`src/rtl/sap1_pkg.sv`:
```
// SAP-1 controller shared definitions: opcodes, T-state encodings
// and control-word bit positions used by controller, datapath and bench.
package sap1_pkg;

    localparam int OPCODE_W = 4;
    localparam int NUM_T    = 6;

    localparam logic [OPCODE_W-1:0] OP_LDA = 4'h0;
    localparam logic [OPCODE_W-1:0] OP_ADD = 4'h1;
    localparam logic [OPCODE_W-1:0] OP_SUB = 4'h2;
    localparam logic [OPCODE_W-1:0] OP_OUT = 4'hE;
    localparam logic [OPCODE_W-1:0] OP_HLT = 4'hF;

    localparam logic [NUM_T-1:0] T_HALT = 6'b000000;
    localparam logic [NUM_T-1:0] T1     = 6'b000001;
    localparam logic [NUM_T-1:0] T2     = 6'b000010;
    localparam logic [NUM_T-1:0] T3     = 6'b000100;
    localparam logic [NUM_T-1:0] T4     = 6'b001000;
    localparam logic [NUM_T-1:0] T5     = 6'b010000;
    localparam logic [NUM_T-1:0] T6     = 6'b100000;

    localparam int CW_PC_INC   = 0;
    localparam int CW_PC_OUT   = 1;
    localparam int CW_MAR_LOAD = 2;
    localparam int CW_RAM_OUT  = 3;
    localparam int CW_IR_LOAD  = 4;
    localparam int CW_IR_OUT   = 5;
    localparam int CW_A_LOAD   = 6;
    localparam int CW_A_OUT    = 7;
    localparam int CW_B_LOAD   = 8;
    localparam int CW_ALU_SUB  = 9;
    localparam int CW_ALU_OUT  = 10;
    localparam int CW_OUT_LOAD = 11;
    localparam int CW_DEMUX    = 12;
    localparam int CW_W        = 13;

    typedef logic [CW_W-1:0] ctrl_word_t;

    // Single-bit control word, handy for building decode tables.
    function automatic ctrl_word_t cw_bit(input int idx);
        ctrl_word_t w;
        w = '0;
        w[idx] = 1'b1;
        return w;
    endfunction

endpackage

```
`src/rtl/sap1_ctrl_if.sv`:
```
// Controller-to-datapath bundle: run/opcode in, T-state and
// every control strobe out. master = controller, slave = datapath.
interface sap1_ctrl_if;
    import sap1_pkg::*;

    logic                run;
    logic [OPCODE_W-1:0] opcode;
    logic [NUM_T-1:0]    t_state;
    logic                halted;
    logic                pc_inc;
    logic                pc_out;
    logic                mar_load;
    logic                ram_out;
    logic                ir_load;
    logic                ir_out;
    logic                a_load;
    logic                a_out;
    logic                b_load;
    logic                alu_sub;
    logic                alu_out;
    logic                out_load;
    logic                demux_sel;

    modport master (
        input  run, opcode,
        output t_state, halted,
        output pc_inc, pc_out, mar_load, ram_out,
        output ir_load, ir_out, a_load, a_out,
        output b_load, alu_sub, alu_out, out_load,
        output demux_sel
    );

    modport slave (
        output run, opcode,
        input  t_state, halted,
        input  pc_inc, pc_out, mar_load, ram_out,
        input  ir_load, ir_out, a_load, a_out,
        input  b_load, alu_sub, alu_out, out_load,
        input  demux_sel
    );

endinterface

```
`src/rtl/sap1_ring_counter.sv`:
```
// One-hot T1..T6 ring with run gating, HALT entry from T4
// and synchronous active-low reset back to T1.
module sap1_ring_counter
    import sap1_pkg::*;
#(
    parameter int W = NUM_T
) (
    input  logic         clk,
    input  logic         clr_n,
    input  logic         run_i,
    input  logic         hlt_i,
    output logic [W-1:0] t_state_o,
    output logic         halted_o
);

    localparam logic [W-1:0] S_T1   = W'(1);
    localparam logic [W-1:0] S_T4   = W'(8);
    localparam logic [W-1:0] S_HALT = '0;

    logic [W-1:0] state_q, state_d;
    logic         halted_q, halted_d;

    always_comb begin
        state_d  = state_q;
        halted_d = halted_q;
        if (!halted_q && run_i) begin
            if (state_q == S_T4 && hlt_i) begin
                state_d  = S_HALT;
                halted_d = 1'b1;
            end else begin
                state_d = {state_q[W-2:0], state_q[W-1]};
            end
        end
    end

    always_ff @(posedge clk) begin
        if (!clr_n) begin
            state_q  <= S_T1;
            halted_q <= 1'b0;
        end else begin
            state_q  <= state_d;
            halted_q <= halted_d;
        end
    end

    assign t_state_o = state_q;
    assign halted_o  = halted_q;

endmodule

```
`src/rtl/sap1_controller.sv`:
```
// SAP-1 control sequencer: ring counter plus combinational
// decode of T-state and opcode into the per-cycle control word.
module sap1_controller
    import sap1_pkg::*;
#(
    parameter int OPCODE_W_P = OPCODE_W,
    parameter int NUM_T_P    = NUM_T
) (
    input  logic          clk,
    input  logic          clr_n,
    sap1_ctrl_if.master   bus
);

    logic [OPCODE_W_P-1:0] op;
    logic [NUM_T_P-1:0]    t_q;
    logic                  halted;
    logic                  hlt_op;
    logic                  active;
    ctrl_word_t            raw_cw;
    ctrl_word_t            cw;

    assign op     = bus.opcode;
    assign hlt_op = (op == OP_HLT);

    sap1_ring_counter #(
        .W (NUM_T_P)
    ) u_ring (
        .clk       (clk),
        .clr_n     (clr_n),
        .run_i     (bus.run),
        .hlt_i     (hlt_op),
        .t_state_o (t_q),
        .halted_o  (halted)
    );

    always_comb begin
        raw_cw = '0;
        unique case (1'b1)
            t_q[0]: raw_cw = cw_bit(CW_PC_OUT)
                           | cw_bit(CW_MAR_LOAD);
            t_q[1]: raw_cw = cw_bit(CW_PC_INC);
            t_q[2]: raw_cw = cw_bit(CW_RAM_OUT)
                           | cw_bit(CW_IR_LOAD);
            t_q[3]: begin
                unique case (op)
                    OP_LDA, OP_ADD, OP_SUB:
                        raw_cw = cw_bit(CW_IR_OUT)
                               | cw_bit(CW_MAR_LOAD);
                    OP_OUT:
                        raw_cw = cw_bit(CW_A_OUT)
                               | cw_bit(CW_OUT_LOAD)
                               | cw_bit(CW_DEMUX);
                    default: raw_cw = '0;
                endcase
            end
            t_q[4]: begin
                unique case (op)
                    OP_LDA:
                        raw_cw = cw_bit(CW_RAM_OUT)
                               | cw_bit(CW_A_LOAD);
                    OP_ADD, OP_SUB:
                        raw_cw = cw_bit(CW_RAM_OUT)
                               | cw_bit(CW_B_LOAD);
                    default: raw_cw = '0;
                endcase
            end
            t_q[5]: begin
                unique case (op)
                    OP_ADD:
                        raw_cw = cw_bit(CW_ALU_OUT)
                               | cw_bit(CW_A_LOAD);
                    OP_SUB:
                        raw_cw = cw_bit(CW_ALU_OUT)
                               | cw_bit(CW_A_LOAD)
                               | cw_bit(CW_ALU_SUB);
                    default: raw_cw = '0;
                endcase
            end
            default: raw_cw = '0;
        endcase
    end

    // Pause, reset and HALT all silence every strobe.
    assign active = clr_n && bus.run && !halted;
    assign cw     = active ? raw_cw : '0;

    assign bus.t_state   = t_q;
    assign bus.halted    = halted;
    assign bus.pc_inc    = cw[CW_PC_INC];
    assign bus.pc_out    = cw[CW_PC_OUT];
    assign bus.mar_load  = cw[CW_MAR_LOAD];
    assign bus.ram_out   = cw[CW_RAM_OUT];
    assign bus.ir_load   = cw[CW_IR_LOAD];
    assign bus.ir_out    = cw[CW_IR_OUT];
    assign bus.a_load    = cw[CW_A_LOAD];
    assign bus.a_out     = cw[CW_A_OUT];
    assign bus.b_load    = cw[CW_B_LOAD];
    assign bus.alu_sub   = cw[CW_ALU_SUB];
    assign bus.alu_out   = cw[CW_ALU_OUT];
    assign bus.out_load  = cw[CW_OUT_LOAD];
    assign bus.demux_sel = cw[CW_DEMUX];

endmodule

```
`src/flat_wrapper.sv`:
```
// flat-port wrapper written by rule: the top's interface ports become plain ports
module sap1_controller_flat import sap1_pkg::*;
#(
    parameter int OPCODE_W_P = OPCODE_W,
    parameter int NUM_T_P    = NUM_T
)
  (clk, clr_n, bus_run, bus_opcode, bus_t_state, bus_halted, bus_pc_inc, bus_pc_out, bus_mar_load, bus_ram_out, bus_ir_load, bus_ir_out, bus_a_load, bus_a_out, bus_b_load, bus_alu_sub, bus_alu_out, bus_out_load, bus_demux_sel);
  sap1_ctrl_if bus_i ();
  input  logic clk;
  input  logic clr_n;
  input wire logic [$bits(bus_i.run)-1:0] bus_run;
  input wire logic [$bits(bus_i.opcode)-1:0] bus_opcode;
  output wire logic [$bits(bus_i.t_state)-1:0] bus_t_state;
  output wire logic [$bits(bus_i.halted)-1:0] bus_halted;
  output wire logic [$bits(bus_i.pc_inc)-1:0] bus_pc_inc;
  output wire logic [$bits(bus_i.pc_out)-1:0] bus_pc_out;
  output wire logic [$bits(bus_i.mar_load)-1:0] bus_mar_load;
  output wire logic [$bits(bus_i.ram_out)-1:0] bus_ram_out;
  output wire logic [$bits(bus_i.ir_load)-1:0] bus_ir_load;
  output wire logic [$bits(bus_i.ir_out)-1:0] bus_ir_out;
  output wire logic [$bits(bus_i.a_load)-1:0] bus_a_load;
  output wire logic [$bits(bus_i.a_out)-1:0] bus_a_out;
  output wire logic [$bits(bus_i.b_load)-1:0] bus_b_load;
  output wire logic [$bits(bus_i.alu_sub)-1:0] bus_alu_sub;
  output wire logic [$bits(bus_i.alu_out)-1:0] bus_alu_out;
  output wire logic [$bits(bus_i.out_load)-1:0] bus_out_load;
  output wire logic [$bits(bus_i.demux_sel)-1:0] bus_demux_sel;
  assign bus_i.run = bus_run;
  assign bus_i.opcode = bus_opcode;
  assign bus_t_state = bus_i.t_state;
  assign bus_halted = bus_i.halted;
  assign bus_pc_inc = bus_i.pc_inc;
  assign bus_pc_out = bus_i.pc_out;
  assign bus_mar_load = bus_i.mar_load;
  assign bus_ram_out = bus_i.ram_out;
  assign bus_ir_load = bus_i.ir_load;
  assign bus_ir_out = bus_i.ir_out;
  assign bus_a_load = bus_i.a_load;
  assign bus_a_out = bus_i.a_out;
  assign bus_b_load = bus_i.b_load;
  assign bus_alu_sub = bus_i.alu_sub;
  assign bus_alu_out = bus_i.alu_out;
  assign bus_out_load = bus_i.out_load;
  assign bus_demux_sel = bus_i.demux_sel;
  sap1_controller #(.OPCODE_W_P(OPCODE_W_P), .NUM_T_P(NUM_T_P)) u_core (.clk(clk), .clr_n(clr_n), .bus(bus_i));
endmodule
```
`config.mk`:
```
export PLATFORM = sky130hd
export DESIGN_NAME = sap1_controller_flat
export DESIGN_NICKNAME = d
export VERILOG_FILES = /design/src/rtl/sap1_pkg.sv /design/src/rtl/sap1_ctrl_if.sv /design/src/rtl/sap1_ring_counter.sv /design/src/rtl/sap1_controller.sv /design/src/flat_wrapper.sv
export SDC_FILE = /design/constraint.sdc
export NUM_CORES = 1
export LEC_CHECK = 0
export CAP_MARGIN = 10
export CELL_PAD_IN_SITES_DETAIL_PLACEMENT = 0
export CELL_PAD_IN_SITES_GLOBAL_PLACEMENT = 1
export CORE_AREA = 10 10 47 49
export CTS_BUF_LIST = sky130_fd_sc_hd__clkbuf_4
export DETAILED_ROUTE_END_ITERATION = 8
export DIE_AREA = 0 0 57 59
export DONT_BUFFER_PORTS = 1
export PLACE_DENSITY_LB_ADDON = 0.1
export SETUP_SLACK_MARGIN = 0.02
export SYNTH_ARGS = -nofsm -noshare
export SYNTH_HDL_FRONTEND = slang
export SYNTH_HIERARCHICAL = 1
export SYNTH_SLANG_ARGS = --single-unit
```
`constraint.sdc`:
```
create_clock -name clk -period 2.62 [get_ports clk]
set_input_delay 0.524 -clock clk [delete_from_list [all_inputs] [get_ports clk]]
set_output_delay 0.524 -clock clk [all_outputs]
set_load 0.005 [all_outputs]
```
==> out/qor.yml, run 1 <==
rr_worst_depth: 3
grtUsageTotal: 0.0832
p_int_mw: 0.190
dp_cells: 76
portBuffers: 0
critical_path_class: "reg -> out"
skew_ps: 5.68
grt_pass1_wl_mm: 2.25
layout.cells.non_filler: 80
tritoncts: "built"
cts.path.max_buffers: 2
status: "complete, no violations"
final_antenna_net_count: 0
drt_drc_violations_left: 0
grt_overflow: 0
grt_pass1_vias: 460
critPathArrivalTime_ps: 1570
max_freq_ghz: 0.478
synthCells: 61
start_util: 0.334
num_rows: 14
ctsHoldBuffers: 0
fin_setup_tns_ps: 0
clk_pin_slew_worst_paths_ps: 60
antenna_found_initial: 0
critPathMaxStageDelay_ps: 550
cap_viol_max_count: 0
ys_types: 26
routed_wire_length_per_instance_um: 17.2
htree_levels: 1
layout-drive-gt1-share: 0.141
worst_path_max_delay_cell: "or4_4"
yosysWarningCount: 6
vdd_drop_max_v: 0.000224
vias: 457
worstPathMaxFanout: 8
cts_buffers: 3
die_x_um: 57
die_area_mm2: 0.00336
critPathTopFamily: "simple AND/OR/NAND/NOR gates"
path_buf_inv: 1
cp.depth: 4
hold_viol: 0
rsz0062_at_grt: "no"
clock_latency_ps: 260
tightest_slew_ps: 398
worstPathCellList: "or4_4 > nor3_2 > nor4_1 > buf_4"
place.gp.congestion: 0.672
dpl_cell_area_um2: 480
utilization: 0.364
diodes: 0
cts_setup_buffers: 0
cts.sinks: 7
fin_hold_ws_ps: 344
p_seq_frac: 0.459
dp_hpwl_mm: 1.05
synth.avg_cell_area_um2: 7.67
ys_seq_area_frac: 0.299
ys_ff_latch: 7
fin_crit_sh: 0.798
cp_data_required_time_ps: 2100
max_slew_margin: 0.733
drt_wl_total_mm: 1.38
syn2layout_area_growth_pct: 9.09
holdPathStages: 1
leakagePower_nw: 0.205
switching_share: 0.252
hp-class: "in -> reg"
grt_max_degree: 12
core_mm2: 0.00140
power.density_mw_per_mm2: 496
ios: 27
drt-pass1-iter-count: 4
p_comb_frac: 0.089
synth.cell_area_um2: 468
finalSetupViolations: 0
endpoint_kind: "primary output"
timing.final.max_slew_violations: 0
p_clk_frac: 0.452
final_area_um2: 510
drt_iter0_drc: 13
synth_fp_nets: 68
clockRootBuffer: "clkbuf_4"
cts_resized: 0
p_sw_mw: 0.0638
finalCriticalPeriod_ps: 2090
die_y_um: 59
startpoint_type: "flop"
finalNetCount: 72
vias_per_cell: 5.71
final timing paths:
kind | start | endpoint | slack (ps)
hold reg to reg | u_core/u_ring/t_state_o[1]$_SDFFE_PN0P_ | u_core/u_ring/t_state_o[2]$_SDFFE_PN0P_ | 560
setup reg to reg | u_core/u_ring/t_state_o[4]$_SDFFE_PN0P_ | u_core/u_ring/t_state_o[4]$_SDFFE_PN0P_ | 1520
hold / removal | clr_n | u_core/u_ring/t_state_o[0]$_SDFFE_PN1P_ | 340
setup / recovery | u_core/u_ring/t_state_o[3]$_SDFFE_PN0P_ | bus_demux_sel | 530
cells in the final DEF (no fill, tap or decap):
| cell type | synthesis | layout |
|---|---|---|
| nand2_1 | 13 | 13 |
| dfxtp_1 | 7 | 7 |
| clkbuf_4 | 0 | 4 |
| and2_1 | 4 | 4 |
| a21boi_0 | 4 | 4 |
| nor3_1 | 3 | 3 |
| and3_1 | 3 | 3 |
| nor2_1 | 3 | 3 |
| nand3b_1 | 2 | 2 |
| nand3_1 | 2 | 2 |
| o21ai_0 | 2 | 2 |
| a21oi_1 | 2 | 2 |
| buf_4 | 2 | 1 |
| inv_1 | 1 | 1 |
| and4_1 | 1 | 1 |
| xor2_1 | 1 | 1 |
| or4_4 | 1 | 1 |
| nor3_2 | 1 | 1 |
| and3b_1 | 1 | 1 |
| nor4_1 | 1 | 1 |
| mux2i_1 | 1 | 1 |
| a211oi_1 | 1 | 1 |
| and3_2 | 1 | 1 |
| nor2b_4 | 1 | 1 |
| nand2b_1 | 1 | 1 |
| nand4_1 | 1 | 1 |
| a32o_1 | 1 | 1 |
per-stage QoR:
stage | power (mW) | setup slack, ps
6_report | 0.253 | 530
5_1_grt | 0.266 | 438
4_1_cts | 0.257 | 509
3_5_place_dp | 0.141 | 796
3_3_place_gp | 0.142 | 820
2_1_floorplan | 0.136 | 769
cell usage after synthesis:
master | count | area (um^2)
and4_1 | 1 | 8.76
nand2_1 | 13 | 48.8
nand3_1 | 2 | 10.0
and3b_1 | 1 | 8.76
nand3b_1 | 2 | 15.0
nor3_2 | 1 | 10.0
nand2b_1 | 1 | 6.26
a21boi_0 | 4 | 30.0
nor4_1 | 1 | 6.26
and2_1 | 4 | 25.0
nand4_1 | 1 | 6.26
nor2b_4 | 1 | 13.8
o21ai_0 | 2 | 10.0
a21oi_1 | 2 | 10.0
dfxtp_1 | 7 | 140
and3_1 | 3 | 18.8
xor2_1 | 1 | 8.76
or4_4 | 1 | 11.3
and3_2 | 1 | 7.51
buf_4 | 2 | 15.0
nor2_1 | 3 | 11.3
a211oi_1 | 1 | 7.51
inv_1 | 1 | 3.75
mux2i_1 | 1 | 10.0
nor3_1 | 3 | 15.0
a32o_1 | 1 | 10.0
registers in the layout, summed over array words and instances, names as in the netlist:
signal / cells
u_core/u_ring/halted_o: 1
u_core/u_ring/t_state_o: 6
cell families after synthesis:
logic type,after synthesis,synth area share
XOR/XNOR,1,0.0187
AO/OA/AOI/OAI,10,0.144
AND/OR/NAND/NOR,39,0.476
multiplexers,1,0.0214
buffers and inverters,3,0.0401
flip-flops,7,0.299
metal layers:
metal / vias to the layer above / global-route usage / routed length [um]
li1: 221 / - / -
met2: 19 / 0.129 / 631
met3: 5 / 0.0536 / 189
met5: - / 0 / 0
met1: 212 / 0.0790 / 522
met4: 0 / 0.0604 / 36
cell type report:
class / count / area (um^2)
flip-flops and latches: 7 / 140
clock buffers: 4 / 30.0
multi-input cells: 51 / 309
repair buffers: 1 / 7.51
well taps: 16 / 20.0
inverters: 1 / 3.75
fillers: 162 / 891
power by group through the flow:
| stage | Clock, mW | Sequential (mW) | Combinational (mW) |
|---|---|---|---|
| 5_1_grt | 0.123 | 0.117 | 0.0255 |
| 3_3_place_gp | 0 | 0.119 | 0.0228 |
| 6_report | 0.115 | 0.116 | 0.0225 |
| 4_1_cts | 0.118 | 0.117 | 0.0226 |
| 3_5_place_dp | 0 | 0.119 | 0.0225 |
| 2_1_floorplan | 0 | 0.116 | 0.0193 |
Note: power is estimated with default switching activity, not from simulation.
==> run 2: changes to the inputs <==
clock period = 1.9 ns   (was 2.62 ns; I/O delays follow)
==> out/qor.yml, run 2 (synthesized netlist as in run 1, its figures left out) <==
clock_latency_ps: 240
leakagePower_nw: 0.229
max_slew_margin: 0.703
cts.path.max_buffers: 2
critPathMaxStageDelay_ps: 540
p_int_mw: 0.269
die_y_um: 59
worstPathMaxFanout: 3
rsz0062_at_grt: "yes"
core_mm2: 0.00140
switching_share: 0.231
clockRootBuffer: "clkbuf_4"
portBuffers: 0
drt_drc_violations_left: 0
vias: 446
place.gp.congestion: 0.694
dpl_cell_area_um2: 510
finalCriticalPeriod_ps: 1840
critPathArrivalTime_ps: 1460
top_layer: "met4"
largest_register_ffs: 6
fin_hold_ws_ps: 213
power.density_mw_per_mm2: 624
drt_iter0_drc: 8
critPathTopFamily: "simple AND/OR/NAND/NOR gates"
final_area_um2: 559
startpoint_type: "flop"
worstPathCellList: "or4_4 > nor3_4 > nor4_1 > buf_4"
cts.sinks: 7
met2WireLength_um: 670
layout-drive-gt1-share: 0.217
vias_per_cell: 5.25
diodes: 0
routed_wire_length_per_instance_um: 16.7
die_area_mm2: 0.00336
fin_crit_sh: 0.968
finalSetupViolations: 0
total_power_mw: 0.349
drt_wl_total_mm: 1.42
drt-pass1-iter-count: 4
finalNetCount: 77
grtUsageTotal: 0.0836
critical_path_class: "reg -> out"
p_comb_frac: 0.138
cts_buffers: 3
fillers: 163
start_util: 0.334
hold_viol: 0
hp-class: "in -> reg"
p_sw_mw: 0.0805
die_x_um: 57
worst_path_max_delay_cell: "or4_4"
final_common_cell: "nand2_1"
grt_overflow: 0
most-common-layout-cells: "13 x nand2_1, 7 x dfxtp_1, 6 x buf_4"
cap_viol_max_count: 0
worst_slack_ps: 61.7
timing.final.max_slew_violations: 0
wl_met1_um: 591
skew_ps: 0.891
dpl_worst_slack_ps: 327
num_rows: 14
ios: 27
grt_max_degree: 12
grt_pass1_vias: 453
antenna_found_initial: 0
tritoncts: "built"
clk_pin_slew_worst_paths_ps: 50
route.met3.wl_um: 148
max_freq_ghz: 0.544
vdd_drop_max_v: 0.000368
grt_pass1_wl_mm: 2.30
tightest_slew_ps: 443
final_antenna_net_count: 0
status: "complete, no violations"
syn2layout_area_growth_pct: 19.5
p_clk_frac: 0.419
htree_levels: 1
p_seq_frac: 0.443
endpoint_kind: "primary output"
path_buf_inv: 1
cp_data_required_time_ps: 1520
dp_hpwl_mm: 1.12
==> run 2: worst paths after layout <==
path / cells past startpoint / startpoint / endpoint / slack, ps
setup / recovery: 4 / u_core/u_ring/t_state_o[3]$_SDFFE_PN0P_ / bus_demux_sel / 60
hold / removal: 1 / clr_n / u_core/u_ring/t_state_o[0]$_SDFFE_PN1P_ / 210
setup reg to reg: 3 / u_core/u_ring/t_state_o[4]$_SDFFE_PN0P_ / u_core/u_ring/t_state_o[4]$_SDFFE_PN0P_ / 740
hold reg to reg: 2 / u_core/u_ring/halted_o$_SDFFE_PN0P_ / u_core/u_ring/halted_o$_SDFFE_PN0P_ / 570
==> run 2: what timing repair did <==
item	in CTS	in global routing
setup endpoints to repair	0	6
buffers inserted	0	1
hold buffers	0	0
gates resized for setup	0	2
==> run 2: final cells by class <==
cell class                 instances  area, um^2  share of cell area
multi-input combinational         51         320               0.573
sequential                         7         140               0.251
timing repair buffer               6        45.0              0.0805
clock buffer                       4        30.0              0.0537
tap                               16        20.0              0.0358
inverter                           1        3.75             0.00671
==> run 2: power groups by stage <==
stage	combinational, mW	clock [mW]	sequential, mW
4_1_cts	0.0443	0.151	0.154
6_report	0.0482	0.146	0.155
3_5_place_dp	0.0442	0	0.158
3_3_place_gp	0.0444	0	0.158
2_1_floorplan	0.0266	0	0.161
5_1_grt	0.0547	0.157	0.155
==> run 2: per-stage QoR <==
step	util	setup TNS (ps)	instances
after floorplan	-	0	61
after global placement	0.364	0	80
after detailed placement	0.364	0	80
after CTS	0.386	0	84
after global routing	0.399	-47.8	85
final	0.399	0	85
==> run 2: metal layers <==
layer,vias to the layer above,global-route usage
li1,231,-
met4,0,0.0403
met2,14,0.132
met3,2,0.0472
met1,199,0.0884
met5,-,0
